**src/rtl/lfsr_pkg.sv**
```systemverilog
// lfsr_pkg: mode enum and default 16-bit polynomial/seed shared by lfsr_gen and lfsr_next.
package lfsr_pkg;
    typedef enum logic {LFSR_FIB, LFSR_GALOIS} lfsr_mode_t;
    localparam logic [15:0] LFSR16_TAPS = 16'hB400;
    localparam logic [15:0] LFSR16_SEED = 16'hACE1;
endpackage

```
**src/rtl/lfsr_next.sv**
```systemverilog
// lfsr_next: purely combinational one-step LFSR update, Fibonacci or Galois form.
module lfsr_next import lfsr_pkg::*; #(
    parameter int               WIDTH = 16,
    parameter logic [WIDTH-1:0] TAPS  = LFSR16_TAPS,
    parameter lfsr_mode_t       MODE  = LFSR_FIB
) (
    input  logic [WIDTH-1:0] CUR,
    output logic [WIDTH-1:0] NXT
);
    logic fb;
    always_comb begin
        fb = 1'b0;
        // tap k of the mask samples the bit k places down from the MSB
        for (int k = 0; k < WIDTH; k++) fb = fb ^ (TAPS[k] & CUR[WIDTH-1-k]);
        NXT = (MODE == LFSR_GALOIS) ? ((CUR >> 1) ^ (CUR[0] ? TAPS : '0)) : {fb, CUR[WIDTH-1:1]};
    end
endmodule

```
**src/rtl/lfsr_gen.sv**
```systemverilog
// lfsr_gen: LFSR sequence generator with runtime load and lockup recovery.
// Define LFSR_GEN_CNT_EN to build the reference register, step counter and WRAP pulse.
module lfsr_gen import lfsr_pkg::*; #(
    parameter int               WIDTH = 16,
    parameter logic [WIDTH-1:0] TAPS  = LFSR16_TAPS,
    parameter logic [WIDTH-1:0] SEED  = LFSR16_SEED,
    parameter lfsr_mode_t       MODE  = LFSR_FIB
) (
    input  logic             CLK,
    input  logic             n_RESET,
    input  logic             EN,
    input  logic             LOAD,
    input  logic [WIDTH-1:0] SEED_IN,
    output logic [WIDTH-1:0] Q,
    output logic             BIT_OUT,
    output logic             LOCKUP,
    output logic             WRAP,
    output logic [WIDTH-1:0] STEP_CNT
);
    logic [WIDTH-1:0] nxt, step_q, load_q;
    logic             load_zero, q_zero;
    if (WIDTH < 4 || WIDTH > 32) begin : g_bad_width
        $error("lfsr_gen: WIDTH must be within 4..32");
    end
    if (TAPS == '0) begin : g_bad_taps
        $error("lfsr_gen: TAPS must be nonzero");
    end
    if (SEED == '0) begin : g_bad_seed
        $error("lfsr_gen: SEED must be nonzero");
    end
    lfsr_next #(.WIDTH(WIDTH), .TAPS(TAPS), .MODE(MODE)) u_next (.CUR(Q), .NXT(nxt));
    assign load_zero = SEED_IN == '0;
    assign q_zero    = Q == '0;
    assign load_q    = load_zero ? SEED : SEED_IN;
    assign step_q    = q_zero ? SEED : nxt;
    assign BIT_OUT   = Q[0];
    always_ff @(posedge CLK or negedge n_RESET) begin
        if (!n_RESET) begin
            Q      <= SEED;
            LOCKUP <= 1'b0;
        end else if (LOAD) begin
            Q      <= load_q;
            LOCKUP <= load_zero;
        end else if (EN) begin
            Q      <= step_q;
            LOCKUP <= LOCKUP | q_zero;
        end
    end
`ifdef LFSR_GEN_CNT_EN
    logic [WIDTH-1:0] ref_q;
    logic             hit;
    assign hit = step_q == ref_q;
    always_ff @(posedge CLK or negedge n_RESET) begin
        if (!n_RESET) begin
            ref_q    <= SEED;
            STEP_CNT <= '0;
            WRAP     <= 1'b0;
        end else if (LOAD) begin
            ref_q    <= load_q;
            STEP_CNT <= '0;
            WRAP     <= 1'b0;
        end else if (EN) begin
            STEP_CNT <= hit ? '0 : STEP_CNT + 1'b1;
            WRAP     <= hit;
        end
    end
`else
    assign STEP_CNT = '0;
    assign WRAP     = 1'b0;
`endif
endmodule

```
**config.mk**
```make
export PLATFORM = sky130hd
export DESIGN_NAME = lfsr_gen
export DESIGN_NICKNAME = d
export VERILOG_FILES = /design/src/rtl/lfsr_pkg.sv /design/src/rtl/lfsr_next.sv /design/src/rtl/lfsr_gen.sv
export SDC_FILE = /design/constraint.sdc
export NUM_CORES = 1
export LEC_CHECK = 0
export BUFFER_PORTS_ARGS = -buffer_cell sky130_fd_sc_hd__buf_4
export CAP_MARGIN = 20
export CORE_MARGIN = 2
export CORE_UTILIZATION = 40
export DETAILED_ROUTE_END_ITERATION = 8
export GPL_TIMING_DRIVEN = 0
export PLACE_DENSITY = 0.73
export SLEW_MARGIN = 20
export SYNTH_ARGS = -nofsm -noshare
export SYNTH_HDL_FRONTEND = slang
export SYNTH_SLANG_ARGS = --single-unit
```
**constraint.sdc**
```tcl
create_clock -name CLK -period 1.6 [get_ports CLK]
set_input_delay 0.08 -clock CLK [delete_from_list [all_inputs] [get_ports CLK]]
set_output_delay 0.08 -clock CLK [all_outputs]
set_load 0.02 [all_outputs]
```
Word level (Yosys, flattened, before mapping)
Cells that the tools add are included.
{"block": "word_totals", "input_bits": 20, "ff_bits": 17}
{"block": "classes", "n_reduce_logical": 3, "muxes": 6, "bitwise": 4}
{"operator": "2-to-1 mux 16 bit", "count": 4}
{"operator": "logical NOT 16 bit", "count": 2}
{"operator": "XOR 1 bit", "count": 3}
{"operator": "2-to-1 mux 1 bit", "count": 2}
{"operator": "nonzero test 2 bit", "count": 1}
{"operator": "bitwise OR 1 bit", "count": 1}

Longest topological paths before layout
{"block": "logic_depth", "ltp_word": 6, "mapped_depth": 5, "ltp_nobuf": 4}

Modules after synthesis
Synthesis repeated with hierarchy kept, for this count alone.
{"block": "hier_totals", "cells_unflattened": 121, "hier_area_um2": 1223.7}
{"module": "lfsr_gen", "area_each_um2": 1077.3, "instances": 1, "seq_area_each_um2": 435.4, "cells_each": 102}
{"module": "lfsr_next", "area_each_um2": 146.4, "instances": 1, "seq_area_each_um2": 0.0, "cells_each": 19}

Least setup slack after synthesis
Ideal clock, no wire load.
{"block": "synth_timing", "path_type": "register to register", "start": "register Q[3]", "end": "register Q[13]", "path_stages_with_launch": 5, "arrival_ns": 1.260, "slack_ns": 0.280, "required_time_ns": 1.540, "period_less_slack_ns": 1.320, "cell_sequence": "dfrtp_1 nor4_1 nand4_1 nand3b_2 o221a_2"}
{"block": "synth_between", "elab_chain_len": 4}
{"element": "start, declared", "line": "lfsr_gen.sv:14", "source": "output logic [WIDTH-1:0] Q,"}
{"element": "start signal, assigned", "line": "lfsr_gen.sv:42", "source": "Q <= load_q;"}
{"element": "start signal, assigned", "line": "lfsr_gen.sv:45", "source": "Q <= step_q;"}
{"element": "logical NOT 16 bit", "line": "lfsr_gen.sv:33", "source": "assign q_zero = Q == '0;"}
{"element": "2-to-1 mux 16 bit", "line": "lfsr_gen.sv:35", "source": "assign step_q = q_zero ? SEED : nxt;"}
{"element": "2-to-1 mux 16 bit", "line": "lfsr_gen.sv:44", "source": "end else if (EN) begin"}
{"element": "2-to-1 mux 16 bit", "line": "lfsr_gen.sv:41", "source": "end else if (LOAD) begin"}
No other way between the ends. The select of a mux whose other input is x is not followed.
A chain may end at the register's enable or synchronous reset.

Worst setup path after layout
{"block": "layout_timing", "start": "register Q[3]", "end": "register Q[10]"}
The elaborated chain is that of the path after synthesis.

==> results.ini <==
[status]
status=completed

[drt]
via_count=933
ant_nets=0
drtIter0Drc=15
wirelength_um=2594
met1_length_um=1087
dr_wl_met2_um=1318
top_layer_used=met3
dr.pass1.iters=4
vias_per_cell=5.016
wl_met3_um=188
detail_route.wl_per_cell_um=13.95
drc=0

[setup_path]
required_ns=1.83
path_buf_inv=0
worstSetupEndpointType=flop
cp_slowest_cell=dfrtp_1
critPathMaxFanout=8
slowest_delay_ns=0.47
worstSetupPathType=flop to flop
path_delay_family=simple AND/OR/NAND/NOR gates
path_depth=4
cp-start-kind=flop
crit_chain=nor4_1 -> nand4_1 -> nand3b_2 -> o221a_2
cp.arrival_ns=1.71
reg2reg_depth=4

[timing]
rsz0062_at_grt=no
fin_skew_ns=0.003659
period_share_pct=92.33
max_freq_mhz=676.9
fin_ws_ns=0.1226
hold_viol_final=0
fin_crit_ns=1.477
setup_tns_ns=0
drv_slew=0
setup_viol_count_final=0

[clock_tree]
clk_path_buf_depth=2
cts-resized-gates=0
clk_pin_slew_ns=0.09
post_cts_buffers=0
cts_made_buffers=3
clock_sinks=17
clockRootBuffer=clkbuf_4
cts-hold-fix-buffers=1
cts_tree=done
clk_latency_ns=0.29
htree_levels=1

[power_and_ir_drop]
p_leak_nw=0.7127
clkPwrFrac_pct=19.4
pwr-share-seq_pct=46.8
p_per_area_mw_per_mm2=826.0
switching_power_mw=0.3957
p_sw_share_pct=33.47
finalPower_mw=1.182
pwr-share-comb_pct=33.8
peakVddDrop_v=0.0004522
intPower_mw=0.7867

[grt]
grt_max_degree=18
grt_pass1_vias=835
grt_overflow=0
grt_pass1_wl_um=3905
track_usage_pct=18.36
antenna_found_initial=0

[synthesis]
muxShareOfSynthArea_pct=7.795
synthAdderAreaFrac_pct=0
yosysMostFrequentCell=buf_4
yosys.area.top_type=dfrtp_1
synth.area.top_cells=dfrtp_1 (22%), dfstp_2 (20%), buf_4 (14%)
synth_seq_cells=17
synth_compound_area_share_pct=13.76
synth_top_family_by_area=buffers and inverters
synth_commonest_cells=buf_4 (19), dfrtp_1 (9)
synthFlopType=dfrtp_1
yosysTopAreaCellShare_pct=21.92
syn_area_mm2=0.001027
yosysUniqueCellTypes=20
synthCells=99
synthXorXnorAreaFrac_pct=2.558
synth_seq_area_share_pct=42.39
synthArstFlopShare_pct=100.0
synth_edf_count=0
synth.avg_cell_area_um2=10.38
synthSimpleGateAreaFrac_pct=14.98
ys_warn_count=0

[floorplan]
pin_count=55
die_area_mm2=0.002989
core.rowCount=18
chipWidth_um=54.68
die_h_um=54.68
initial_core_util_pct=41.85
core_area_mm2=0.002455

[layout]
syn_to_final_growth_pct=39.34
nets=177
multiInputGateArea_um2=465.4
diodes=0
drive_above_1_share_pct=50.64
fillCellCount=244
ff_latch_area_um2=435.4

[place]
io_buffers=36
gp_congestion=0.8291
dp_slack_ns=0.1577
hpwl_um=2002

[hold_path]
holdPathStages=3
hold_path_class=primary input to flop

[job]
cap_violations=0

-- layout by cell type, fill, tap and decap left out, types with 2 or more instances in the layout --
cell type	instances
o22ai_1	2
inv_1	3
xnor2_1	2
o221a_2	8
mux2i_1	8
nor4_1	8
dfrtp_1	9
buf_4	55
nand4_1	2
or3_1	8
nand2_1	7
buf_6	2
conb_1	17
dfstp_2	8
buf_2	2
o21ai_0	6
clkbuf_4	3
-- worst min-delay path: cells and delay by family --
| family | cells | cell delay [ns] |
|---|---|---|
| buffers and inverters | 1 | 0.08 |
| AO/OA/AOI/OAI | 1 | 0.06 |
| AND/OR/NAND/NOR | 1 | 0.04 |
-- cell type report --
cell class,count,share of cell area [%]
multi-input combinational,72,32.52
sequential,17,30.42
timing repair buffer,37,19.58
buffer,23,12.24
tap,30,2.622
clock buffer,4,1.836
inverter,3,0.7867
-- state kept, by name, indices dropped and copies added (netlist names) --
register,count
Q,16
LOCKUP,1
-- layer usage --
| metal | up-vias | GRT usage (%) |
|---|---|---|
| met1 | 442 | 23.05 |
| met4 | 0 | 4.167 |
| met5 | - | 0 |
| li1 | 446 | - |
| met3 | 0 | 2.459 |
| met2 | 45 | 32.94 |
-- cell families (layout without fill, tap and decap cells) --
family	count (synthesis)	after routing
AOI/OAI and AO/OA	17	17
DFF	17	17
buffers and inverters	26	67
other	1	17
xor gates and xnor gates	3	3
muxes	8	8
and+or+nand+nor	27	27
-- worst paths after layout --
| check | start | to | slack [ns] |
|---|---|---|---|
| max in group asynchronous | n_RESET | Q[10] | 1.16 |
| worst max-delay path | Q[3] | Q[10] | 0.12 |
| worst max register to register | Q[3] | Q[10] | 0.12 |
| worst min-delay path | SEED_IN[4] | Q[4] | 0.005 |
| worst min register to register | LOCKUP | LOCKUP | 0.52 |
| min in group asynchronous | n_RESET | Q[14] | 0.18 |
-- through the flow --
stage          util [%]  instances  area (um2)  hold slack (ns)
3_3_place_gp      56.83        181        1395         -0.04941
2_1_floorplan         -        115        1087          -0.2156
5_1_grt           58.31        186        1431         0.008063
3_5_place_dp      56.83        181        1395         -0.04090
6_report          58.31        186        1431         0.004607
4_1_cts           58.31        186        1431         0.003728
-- power groups by stage --
stage / Clock, mW / Combinational (mW) / Sequential, mW
floorplan: 0 / 0.188 / 0.604
global placement: 0 / 0.392 / 0.556
detailed placement: 0 / 0.397 / 0.560
CTS: 0.236 / 0.401 / 0.552
global route: 0.255 / 0.431 / 0.562
finish: 0.229 / 0.399 / 0.554
Power figures use the tool's default switching activity.
